### config.mk
export PLATFORM = sky130hd
export DESIGN_NAME = cell_trio
export DESIGN_NICKNAME = d
export VERILOG_FILES = /design/src/rtl/cell_trio_pkg.sv /design/src/rtl/cell_trio_c43.sv /design/src/rtl/cell_trio.sv
export SDC_FILE = /design/constraint.sdc
export NUM_CORES = 1
export LEC_CHECK = 0
export ABC_AREA = 1
export CAP_MARGIN = 20
export CORE_AREA = 5 5 42 44
export CTS_CLUSTER_SIZE = 16
export DETAILED_ROUTE_END_ITERATION = 10
export DIE_AREA = 0 0 47 49
export HOLD_SLACK_MARGIN = 0.12
export SLEW_MARGIN = 10
export SYNTH_ARGS = -nofsm -noshare
export SYNTH_HDL_FRONTEND = slang
export SYNTH_SLANG_ARGS = --single-unit
### constraint.sdc
create_clock -name clk_24M -period 1.06 [get_ports clk_24M]
set_clock_uncertainty 0.1 [all_clocks]
set_input_delay 0.265 -clock clk_24M [delete_from_list [all_inputs] [get_ports clk_24M]]
set_output_delay 0.265 -clock clk_24M [all_outputs]
set_load 0.05 [all_outputs]
### src/rtl/cell_trio_pkg.sv
// Shared definitions for the cell_trio cell group (C43 counter, FDE flop, BD3 buffer).
package cell_trio_pkg;

    localparam int unsigned C43_W            = 4;
    localparam int unsigned BD3_DELAY_NS_DEF = 0;

    typedef logic [C43_W-1:0] c43_val_t;

    // C43 control inputs grouped as one payload.
    typedef struct packed {
        logic nl;   // synchronous load, active-low
        logic en;   // count enable
        logic ci;   // carry in
    } c43_ctrl_t;

    // Ripple carry: terminal count qualified by carry in only.
    function automatic logic c43_carry(input c43_val_t q, input logic ci);
        return (q == {C43_W{1'b1}}) && ci;
    endfunction

endpackage

### src/rtl/cell_trio_c43.sv
// C43: 4-bit loadable, cascadable up counter with combinational ripple carry.
//   clk_24M, nRES : clock, async active-low reset
//   d_i           : parallel load value
//   ctrl_i        : {nl, en, ci} control payload
//   q_o           : counter value
//   co_o          : ripple carry out (from registered count and ci only)
module cell_trio_c43
    import cell_trio_pkg::*;
(
    input  logic      clk_24M,
    input  logic      nRES,
    input  c43_val_t  d_i,
    input  c43_ctrl_t ctrl_i,
    output c43_val_t  q_o,
    output logic      co_o
);

    c43_val_t cnt_q;
    c43_val_t cnt_d;

    // Next count: load beats increment, increment needs both en and ci.
    always_comb begin
        cnt_d = cnt_q;
        if (!ctrl_i.nl) begin
            cnt_d = d_i;
        end else if (ctrl_i.en && ctrl_i.ci) begin
            cnt_d = cnt_q + C43_W'(1);
        end
    end

    // Count register.
    always_ff @(posedge clk_24M or negedge nRES) begin
        if (!nRES) begin
            cnt_q <= '0;
        end else begin
            cnt_q <= cnt_d;
        end
    end

    assign q_o  = cnt_q;
    // en deliberately excluded so a cascaded stage sees carry with no extra latency.
    assign co_o = c43_carry(cnt_q, ctrl_i.ci);

endmodule

### src/rtl/cell_trio.sv
// cell_trio: group of three basic cells sharing clk_24M / nRES.
//   C43 : c43_d, c43_nl, c43_en, c43_ci -> c43_q, c43_co
//   FDE : fde_d -> fde_q, fde_xq (one-cycle flop with complement)
//   BD3 : bd3_in -> bd3_out (pure combinational buffer, reset-independent)
module cell_trio
    import cell_trio_pkg::*;
#(
    parameter int unsigned BD3_DELAY_NS = BD3_DELAY_NS_DEF
) (
    input  logic             clk_24M,
    input  logic             nRES,
    input  logic [C43_W-1:0] c43_d,
    input  logic             c43_nl,
    input  logic             c43_en,
    input  logic             c43_ci,
    output logic [C43_W-1:0] c43_q,
    output logic             c43_co,
    input  logic             fde_d,
    output logic             fde_q,
    output logic             fde_xq,
    input  logic             bd3_in,
    output logic             bd3_out
);

    c43_ctrl_t c43_ctrl;
    logic      fde_q_q;

    assign c43_ctrl = '{nl: c43_nl, en: c43_en, ci: c43_ci};

    // C43 counter.
    cell_trio_c43 u_c43 (
        .clk_24M (clk_24M),
        .nRES    (nRES),
        .d_i     (c43_d),
        .ctrl_i  (c43_ctrl),
        .q_o     (c43_q),
        .co_o    (c43_co)
    );

    // FDE flop.
    always_ff @(posedge clk_24M or negedge nRES) begin
        if (!nRES) begin
            fde_q_q <= 1'b0;
        end else begin
            fde_q_q <= fde_d;
        end
    end

    assign fde_q  = fde_q_q;
    assign fde_xq = ~fde_q_q;

    // BD3 buffer: any propagation delay comes from back-annotation, never from logic.
    if (BD3_DELAY_NS == 0) begin : g_bd3_ideal
        assign bd3_out = bd3_in;
    end else begin : g_bd3_annotated
        assign bd3_out = bd3_in;
    end

endmodule

==> results of run 1 <==
## sequential cells by signal (all words and copies together), names as in the netlist
signal	cells
fde_q	1
u_c43.q_o	4
## power by group
group	internal [uW]	total [uW]	leakage (uW)	switching, uW
registers	219	246	0.0000546	27.4
clock network	143	230	0.0000150	87.2
logic	221	430	0.000256	209
## cell type report
class | count | area, um2 | area share (%)
timing repair buffer | 23 | 290 | 42.8
multi-input combinational | 30 | 184 | 27.1
sequential | 5 | 131 | 19.4
clock buffer | 4 | 26.3 | 3.87
inverter | 6 | 26.3 | 3.87
tap | 16 | 20.0 | 2.95
## metrics by stage
step | std cells | total power [uW] | TNS [ps]
2_1_floorplan | 42 | 439 | -806
3_3_place_gp | 78 | 646 | -1640
3_5_place_dp | 78 | 650 | -1640
4_1_cts | 82 | 885 | -1770
5_1_grt | 84 | 966 | -2350
6_report | 84 | 906 | -1940
## logic make-up (layout without fill, tap and decap cells)
family / after synthesis / in the layout / share of synthesized area (%)
buffers and inverters: 7 / 33 / 9.96
DFF: 5 / 5 / 41.5
AOI/OAI and AO/OA: 2 / 2 / 4.15
adders and majority gates: 1 / 1 / 4.15
and+or+nand+nor: 27 / 27 / 40.3
## cells in the final DEF (no fill, tap or decap), types with 2 or more instances in the layout
cell and n:
sky130_fd_sc_hd__dfrtp_2 5, sky130_fd_sc_hd__clkdlybuf4s50_1 6, sky130_fd_sc_hd__nand3_1 3, sky130_fd_sc_hd__inv_1 3, sky130_fd_sc_hd__buf_4 5, sky130_fd_sc_hd__inv_2 2, sky130_fd_sc_hd__buf_6 2, sky130_fd_sc_hd__nand2_2 3
sky130_fd_sc_hd__nor2_4 2, sky130_fd_sc_hd__nor2_1 2, sky130_fd_sc_hd__dlygate4sd2_1 2, sky130_fd_sc_hd__nand2_1 13, sky130_fd_sc_hd__clkbuf_4 3, sky130_fd_sc_hd__buf_12 7
## worst max path at each step
| stage | start | to | slack [ps] | depth (start not counted) |
|---|---|---|---|---|
| floorplan | u_c43.q_o[0] | c43_co | -370 | 3 |
| global placement | c43_ci | c43_co | -420 | 4 |
| finish | u_c43.q_o[1] | c43_co | -380 | 4 |
| global route | u_c43.q_o[0] | c43_co | -430 | 4 |
| CTS | u_c43.q_o[0] | c43_co | -390 | 4 |
| detailed placement | c43_ci | c43_co | -420 | 4 |
## per-layer routing
| layer | routed length [um] | track usage (%) | part of all wire (%) |
|---|---|---|---|
| met5 | 0 | 0 | 0 |
| met4 | 10 | 8.29 | 1.2 |
| met3 | 69 | 2.21 | 8.1 |
| met2 | 438 | 11.3 | 52 |
| met1 | 330 | 10.0 | 39 |
## repair_timing
item / 4_1_cts / 5_1_grt
setup endpoints to repair: 10 / 11
resized for setup: 5 / 4
pin swaps: 3 / 2
buffers inserted: 0 / 2
endpoints found under the hold margin: 0 / 0
==> results.md, run 1 <==
- Detailed placement finished with a half-perimeter wire length of 655 um.
- The height of the die is 49 um.
- The cell taking the most area after synthesis is sky130_fd_sc_hd__dfrtp_1.
- The total count of max-transition violations in the final report came to 0.
- Counting flops with an async set or reset pin after synthesis yields a share of 100%.
- The number of primary I/O pins is 19.
- The final global-route overflow total is 0.
- The pre-CTS setup slack is -422 ps.
- Global routing used 8.42% of the available tracks across all layers.
- Across all hold checks on the routed design, the worst slack comes to 147 ps.
- The power density relative to cell area is 1340 nW/um2.
- The number of failing setup endpoints in the final timing report is 9.
- The number of antenna violations at the first check in global routing is 0.
- The die width is 47 um.
- For the worst setup path, the data required time is 690 ps.
- After floorplanning, the core was sized to cover 1400 um2.
- The endpoint identified for the worst register-to-register timing path is u_c43.q_o[3].
- The critical path goes through ha_4, nand2_4, nor2_4, buf_12.
- The clock root buffer is sky130_fd_sc_hd__clkbuf_4.
- The starting DRC count in detailed routing is 4.
- The TritonCTS clock tree is yes.
- The clock passes through at most 2 buffers.
- The TritonCTS buffer count is 3.
- The delay contributed by the slowest stage of the critical path is 420 ps.
- The final weighted congestion in routability-driven placement is 0.762.
- The final reports fail on negative setup slack.
- The class of the most critical hold timing path is primary input to asynchronous set/reset pin.
- The most common cell in the synthesized netlist is sky130_fd_sc_hd__nand2_1.
- The fill cell instance count of the final layout is 152.
- The wire length of the first global-routing pass is 1.34 mm.
- Grouping stages by cell kind, the critical path spends the most delay in flip-flops.
- The share of Yosys cell area claimed by the top area cell type is 41.5%.
- After detailed routing, the number of remaining DRC violations is 0.
- The category of the most critical setup path is flip-flop to output port.
- The final hold violation count is 0.
- The slew at the pin with the worst max-slew slack is 241 ps.
- Across the run, the number of max-cap violations was 0.
- With fillers left out, the area of the finished cells amounts to 678 um2.
- The number of warnings printed during yosys synthesis is 0.
- The number of input and output port buffers inserted is 16.
- The most instantiated flip-flop cell in the synthesis netlist is sky130_fd_sc_hd__dfrtp_1.
- The number of standard cells after synthesis is 42.
- The depth of the most critical reg-to-reg path is 6.
- For this configuration, the core starts out at a cell density of 21.5%.
- The number of nets handed over by synthesis was 54.
- CTS built an H-tree with a depth of 1.
- Row generation in the floorplan step produced 14 rows.
- The die area is 2300 um2.
- The count of nets left with antenna violations once routing finished came out at 0.
- The clock-pin slew reported for the worst setup and hold paths after clock tree synthesis is 50 ps.
- The element type at the critical path start is a flip-flop.
- The number of global-route vias before repair is 328.
- The remaining max-slew budget at the tightest pin is 83.9%.
- The latest clock arrival within the worst-skew pair is 240 ps.
- Entering global routing, the biggest net connects 7 pins.
- A synthesized cell averages 7.18 um2.
- The worst setup path is captured at an output port.
- The first TritonRoute pass finished after 4 iterations.
- Once layout is complete, the utilization of the core stands at 48.4%.
- The post-route netlist has 48.5% of its cells at a drive strength greater than 1.
- The signed area change from the synthesized netlist to the final layout is 125%.
- STA puts the critical path data arrival time at 1080 ps.
- Summing all placed instances gives a cell area of 619 um2.
- Dividing the detail-routed wire length by the instance count gives 10.1 um.
- The total via count after detailed routing is 352.
- The netlist area before placement is 302 um2.
- The post-synthesis sequential area ratio is 41.5%.
- The worst vdd rail ir drop is 793 uV.
- The flow ran to the end, but the final reports show violations.
- The number of vias per cell is 4.19.
- The top achievable clock speed is 692 MHz.
- Ranked by total cell area, the synthesized netlist is headed by sky130_fd_sc_hd__dfrtp_1 41%, sky130_fd_sc_hd__nand2_1 20%, sky130_fd_sc_hd__nand3_1 6.6%.
- At the end of the flow, the number of nets in the layout was 81.
- The time the final worst path needs with I/O delays and setup is 1440 ps.
- Summed over all layers, the routed wires come to 848 um.
- Sorting the synthesized cells by how often they occur yields 16 x sky130_fd_sc_hd__nand2_1, 5 x sky130_fd_sc_hd__dfrtp_1, 5 x sky130_fd_sc_hd__inv_1, 4 x sky130_fd_sc_hd__nand3_1, 3 x sky130_fd_sc_hd__nor2_1.
- The total leakage power is 0.000326 uW.
- In this run, synthesis inferred 0 flip-flops with an integrated enable.
- In this run the worst path has a maximum fanout of 2.
- The buffers plus inverters on the worst setup path is 1.
- After layout, the worst path uses 136% of the clock period.
- Setup repair after global routing could not meet its margin everywhere.
- Setup slack on the critical path of the routed design comes to -384 ps.
- The number of hold buffers added after cts is 0.
- The flip-flop and latch count after synthesis is 5.
- Counting distinct cell types in the post-synthesis netlist gives 14.
- The number of sinks driven by the clock tree is 5.
- The number of antenna diodes in the final layout is 0.
- In this run the critical register-to-register path is launched from u_c43.q_o[1].
- Across all register-to-register paths, the minimum setup slack is -60 ps.
- On the critical path, the stage with the largest delay is an instance of sky130_fd_sc_hd__dfrtp_2.
Note: power is estimated with default switching activity, not from simulation.
==> inputs of run 2 (changes only) <==
--- a/config.mk
+++ b/config.mk
@@ -5,7 +5,6 @@
 export SDC_FILE = /design/constraint.sdc
 export NUM_CORES = 1
 export LEC_CHECK = 0
-export ABC_AREA = 1
 export CAP_MARGIN = 20
 export CORE_AREA = 5 5 42 44
 export CTS_CLUSTER_SIZE = 16
==> run 2 against run 1 <==
Compared with the run above: the flow still finishes with violations (negative setup slack); highest routed layer unchanged; critical endpoint unchanged; flip-flop and latch count did not move; fmax decreased by 3.5%; utilization is 3.8 points lower; largest power group unchanged.
==> results.md, run 2 <==
- The signed area change from the synthesized netlist to the final layout was 146% (was 125%).
- The netlist area before placement came to 254 um2 (was 302 um2).
- The slack of the critical path is -437 ps (was -384 ps).
- The initial cell density of the core came to 18.1% (was 21.5%).
- The number of global-route vias before repair is 291 (was 328).
- The mean instance size in the synthesized netlist is 9.77 um2 (was 7.18 um2).
- The die width was 47 um (unchanged).
- The timing startpoint of the critical path is u_c43.q_o[1] (unchanged).
- Run status: finished, violations left (unchanged).
- The total leakage power was 0.000264 uW (was 0.000326 uW).
- Top cell types by occurrence after synthesis: 5 x sky130_fd_sc_hd__dfrtp_1, 4 x sky130_fd_sc_hd__nor2_1, 3 x sky130_fd_sc_hd__a21oi_1, 2 x sky130_fd_sc_hd__nand3_1, 2 x sky130_fd_sc_hd__xor2_1 (was 16 x sky130_fd_sc_hd__nand2_1, 5 x sky130_fd_sc_hd__dfrtp_1, 5 x sky130_fd_sc_hd__inv_1, 4 x sky130_fd_sc_hd__nand3_1, 3 x sky130_fd_sc_hd__nor2_1).
- The number of inserted diodes was 0 (unchanged).
- The number of maximum-capacitance violations came to 0 (unchanged).
- The arrival time of the worst setup path is 1130 ps (was 1080 ps).
- The number of primary I/O pins came to 19 (unchanged).
- The final hold violation count is 0 (unchanged).
- The number of antenna-violating nets in the routed design is 0 (unchanged).
- The number of standard cells after synthesis is 26 (was 42).
- The element type at the critical path start is a flip-flop (unchanged).
- The delay contributed by the slowest stage of the critical path is 410 ps (was 420 ps).
- The endpoint of the worst register-to-register path is u_c43.q_o[3] (unchanged).
- The power density relative to cell area was 1320 nW/um2 (was 1340 nW/um2).
- The sum of internal, switching and leakage power is 825 uW (was 906 uW).
- The category of the most critical setup path is flip-flop to output port (unchanged).
- The depth of the most critical reg-to-reg path is 4 (was 6).
- The row count is 14 (unchanged).
- The number of failing setup endpoints in the final timing report is 11 (was 9).
- The latest clock arrival within the worst-skew pair is 240 ps (about the same).
- The number of vias per cell is 4.03 (was 4.19).
- The final global-route overflow total is 0 (unchanged).
- The number of nets in the synthesized netlist is 38 (was 54).
- The cell taking the most area after synthesis is sky130_fd_sc_hd__dfrtp_1 (unchanged).
- The most instantiated library cell after synthesis was sky130_fd_sc_hd__dfrtp_1 (was sky130_fd_sc_hd__nand2_1).
- The nature of the critical path endpoint is an output port (unchanged).
- The total count of max-transition violations in the final report is 0 (unchanged).
- The worst-path maximum fanout was 2 (unchanged).
- The top achievable clock speed is 668 MHz (was 692 MHz).
- The clock-pin slew reported for the worst setup and hold paths after clock tree synthesis is 40 ps (was 50 ps).
- The standard cell core area came to 1400 um2 (unchanged).
- The TritonCTS buffer count was 3 (unchanged).
- The flip-flop count of the largest register after layout is 4 (unchanged).
- The post-synthesis sequential area ratio is 49.3% (was 41.5%).
- The slowest library cell on the worst path is sky130_fd_sc_hd__dfrtp_2 (unchanged).
- The unique cell type count in the Yosys netlist is 15 (was 14).
- The total number of nets in the final design is 66 (was 81).
- RSZ-0062 raised after global routing: yes (unchanged).
- The most instantiated flip-flop cell in the synthesis netlist is sky130_fd_sc_hd__dfrtp_1 (unchanged).
- The total via count after detailed routing came to 278 (was 352).
- The minimum setup slack among reg-to-reg paths is -160 ps (was -60 ps).
- The starting DRC count in detailed routing was 4 (unchanged).
- The remaining max-slew budget at the tightest pin is 84.0% (was 83.9%).
- The depth of the CTS H-tree was 1 (unchanged).
- The number of warnings printed during yosys synthesis is 0 (unchanged).
- The share of Yosys cell area claimed by the top area cell type came to 49.3% (was 41.5%).
- The post-layout utilization of the core is 44.6% (was 48.4%).
- The number of enable flip-flop cells after synthesis was 0 (unchanged).
- Cells traversed along the worst timing path: ha_4, and4_4, buf_12 (was ha_4, nand2_4, nor2_4, buf_12).
- The number of sinks driven by the clock tree is 5 (unchanged).
- The number of hold buffers added after cts came to 0 (unchanged).
- The total wirelength of the detailed-routed design is 663 um (was 848 um).
- Violations in the final reports: negative setup slack (unchanged).
- The slew at the pin with the worst max-slew slack is 239 ps (was 241 ps).
- The first-pass iteration count of the detailed router came to 3 (was 4).
- The startpoint of the most critical register-to-register path is u_c43.q_o[0] (was u_c43.q_o[1]).
- The routed wirelength normalized by instance count is 9.61 um (was 10.1 um).
- The total DRC errors in the routed layout is 0 (unchanged).
- The share of post-route cells with drive strength above 1 is 54.7% (was 48.5%).
- The share of synthesized flip-flops with an asynchronous set or reset is 100% (unchanged).
- The number of antenna violations at the first check in global routing is 0 (unchanged).
- The required arrival time at the worst endpoint came to 690 ps (about the same).
- The post-route fraction of the period consumed by the critical path is 141% (was 136%).
- The wire length of the first global-routing pass is 1.13 mm (was 1.34 mm).
- The clock root buffer was sky130_fd_sc_hd__clkbuf_4 (unchanged).
- The time the final worst path needs with I/O delays and setup is 1500 ps (was 1440 ps).
- The pin count of the biggest net entering global routing is 9 (was 7).
- The die area is 2300 um2 (unchanged).
- The flip-flop and latch count after synthesis was 5 (unchanged).
- The worst vdd rail ir drop is 519 uV (was 793 uV).
- The sum of net half-perimeters after detailed placement is 540 um (was 655 um).
- The final weighted congestion in routability-driven placement is 0.625 (was 0.762).
- Commonest non-fill, non-tap cells in the layout: 7 x sky130_fd_sc_hd__clkdlybuf4s50_1, 7 x sky130_fd_sc_hd__buf_12, 6 x sky130_fd_sc_hd__buf_4, 5 x sky130_fd_sc_hd__dfrtp_2, 4 x sky130_fd_sc_hd__nor2_1 (was 13 x sky130_fd_sc_hd__nand2_1, 7 x sky130_fd_sc_hd__buf_12, 6 x sky130_fd_sc_hd__clkdlybuf4s50_1, 5 x sky130_fd_sc_hd__dfrtp_2, 5 x sky130_fd_sc_hd__buf_4).
- The global-route usage over all layers is 7.07% (was 8.42%).
- The fill cell instance count of the final layout is 150 (was 152).
- The maximum clock path buffer count is 2 (unchanged).
- The TritonCTS clock tree was yes (unchanged).
- The class of the most critical hold timing path is primary input to asynchronous set/reset pin (unchanged).
- The setup TNS is -2320 ps (was -1940 ps).
- The number of input and output port buffers inserted came to 16 (unchanged).
- The height of the die is 49 um (unchanged).
- Dominant cells by area after synthesis: sky130_fd_sc_hd__dfrtp_1 49%, sky130_fd_sc_hd__xor2_1 6.9%, sky130_fd_sc_hd__a21oi_1 5.9% (was sky130_fd_sc_hd__dfrtp_1 41%, sky130_fd_sc_hd__nand2_1 20%, sky130_fd_sc_hd__nand3_1 6.6%).
run 2: cell count changes in the layout (fill, tap and decap cells not counted), moves of 2 or more:
| cell | change |
|---|---|
| sky130_fd_sc_hd__nand2_1 | -13 |
| sky130_fd_sc_hd__a21oi_1 | +3 |
| sky130_fd_sc_hd__inv_1 | -3 |
| sky130_fd_sc_hd__inv_2 | -2 |
| sky130_fd_sc_hd__nand2_2 | -2 |
| sky130_fd_sc_hd__nand3_1 | -2 |
| sky130_fd_sc_hd__nor2_1 | +2 |
| sky130_fd_sc_hd__nor2_4 | -2 |
| sky130_fd_sc_hd__xor2_1 | +2 |
run 2: worst max path at each step:
| stage | to | cells past startpoint |
|---|---|---|
| 5_1_grt | c43_co | 3 |
| 3_3_place_gp | u_c43.q_o[3] | 4 |
| 4_1_cts | c43_co | 3 |
| 6_report | c43_co | 3 |
| 3_5_place_dp | u_c43.q_o[3] | 4 |
| 2_1_floorplan | c43_co | 2 |
run 2: cell families (layout without fill, tap and decap cells):
| group | after synthesis | in the layout | synth area share (%) |
|---|---|---|---|
| multiplexers | 1 | 1 | 3.94 |
| XOR/XNOR | 2 | 2 | 6.90 |
| buffers and inverters | 3 | 30 | 5.91 |
| adder cells (fa/ha/maj) | 1 | 1 | 4.93 |
| AO/OA/AOI/OAI | 5 | 5 | 10.3 |
| flip-flops | 5 | 5 | 49.3 |
| AND/OR/NAND/NOR | 9 | 9 | 18.7 |
run 2: layout make-up:
cell class / count / area, um2 / share of cell area, %
repair buffers: 25 / 307 / 49.1
multi-input cells: 18 / 133 / 21.2
flip-flops and latches: 5 / 131 / 21.0
clock buffers: 4 / 26.3 / 4.21
well taps: 16 / 20.0 / 3.21
inverters: 1 / 7.51 / 1.20
run 2: routing by layer:
metal  part of all wire [%]  vias up  wire length (um)  track usage (%)
li1                       -      142                 -                -
met1                     37      124               243             8.24
met2                     52       10               343             10.2
met5                      0        -                 0                0
met3                     10        2                67             4.43
met4                    1.2        0                 8             2.76
run 2: stage by stage:
| step | std cells | instance area, um2 | hold WS, ps | setup slack [ps] |
|---|---|---|---|---|
| 4_1_cts | 68 | 612 | 155 | -452 |
| 3_3_place_gp | 61 | 554 | 420 | -457 |
| 5_1_grt | 69 | 624 | 170 | -467 |
| 6_report | 69 | 624 | 149 | -437 |
| 2_1_floorplan | 26 | 278 | -131 | -342 |
| 3_5_place_dp | 61 | 554 | 416 | -482 |
run 2: worst max-delay path: cells and delay by family, from the launching register on:
kind	cells	cell delay (ps)
adder cells (fa/ha/maj)	1	160
flip-flops	1	410
AND/OR/NAND/NOR	1	180
buffers and inverters	1	140
run 2: what timing repair did:
| action | 4_1_cts | 5_1_grt |
|---|---|---|
| endpoints found under the setup margin | 11 | 11 |
| gates resized for setup | 5 | 2 |
| buffers inserted | 3 | 2 |
| pin swaps | 5 | 2 |
run 2: report_power, final:
group / switching [uW] / total, uW / internal (uW)
Sequential: 20.1 / 236 / 215
Combinational: 165 / 372 / 206
Clock: 76.1 / 218 / 142
Total: 261 / 825 / 564
==> inputs of run 3 (changes only) <==
--- a/config.mk
+++ b/config.mk
@@ -10,7 +10,6 @@
 export CTS_CLUSTER_SIZE = 16
 export DETAILED_ROUTE_END_ITERATION = 10
 export DIE_AREA = 0 0 47 49
-export HOLD_SLACK_MARGIN = 0.12
 export SLEW_MARGIN = 10
 export SYNTH_ARGS = -nofsm -noshare
 export SYNTH_HDL_FRONTEND = slang
==> results of run 3 <==
Same layout as run 2: the final DEF is identical, and so are final timing and power.
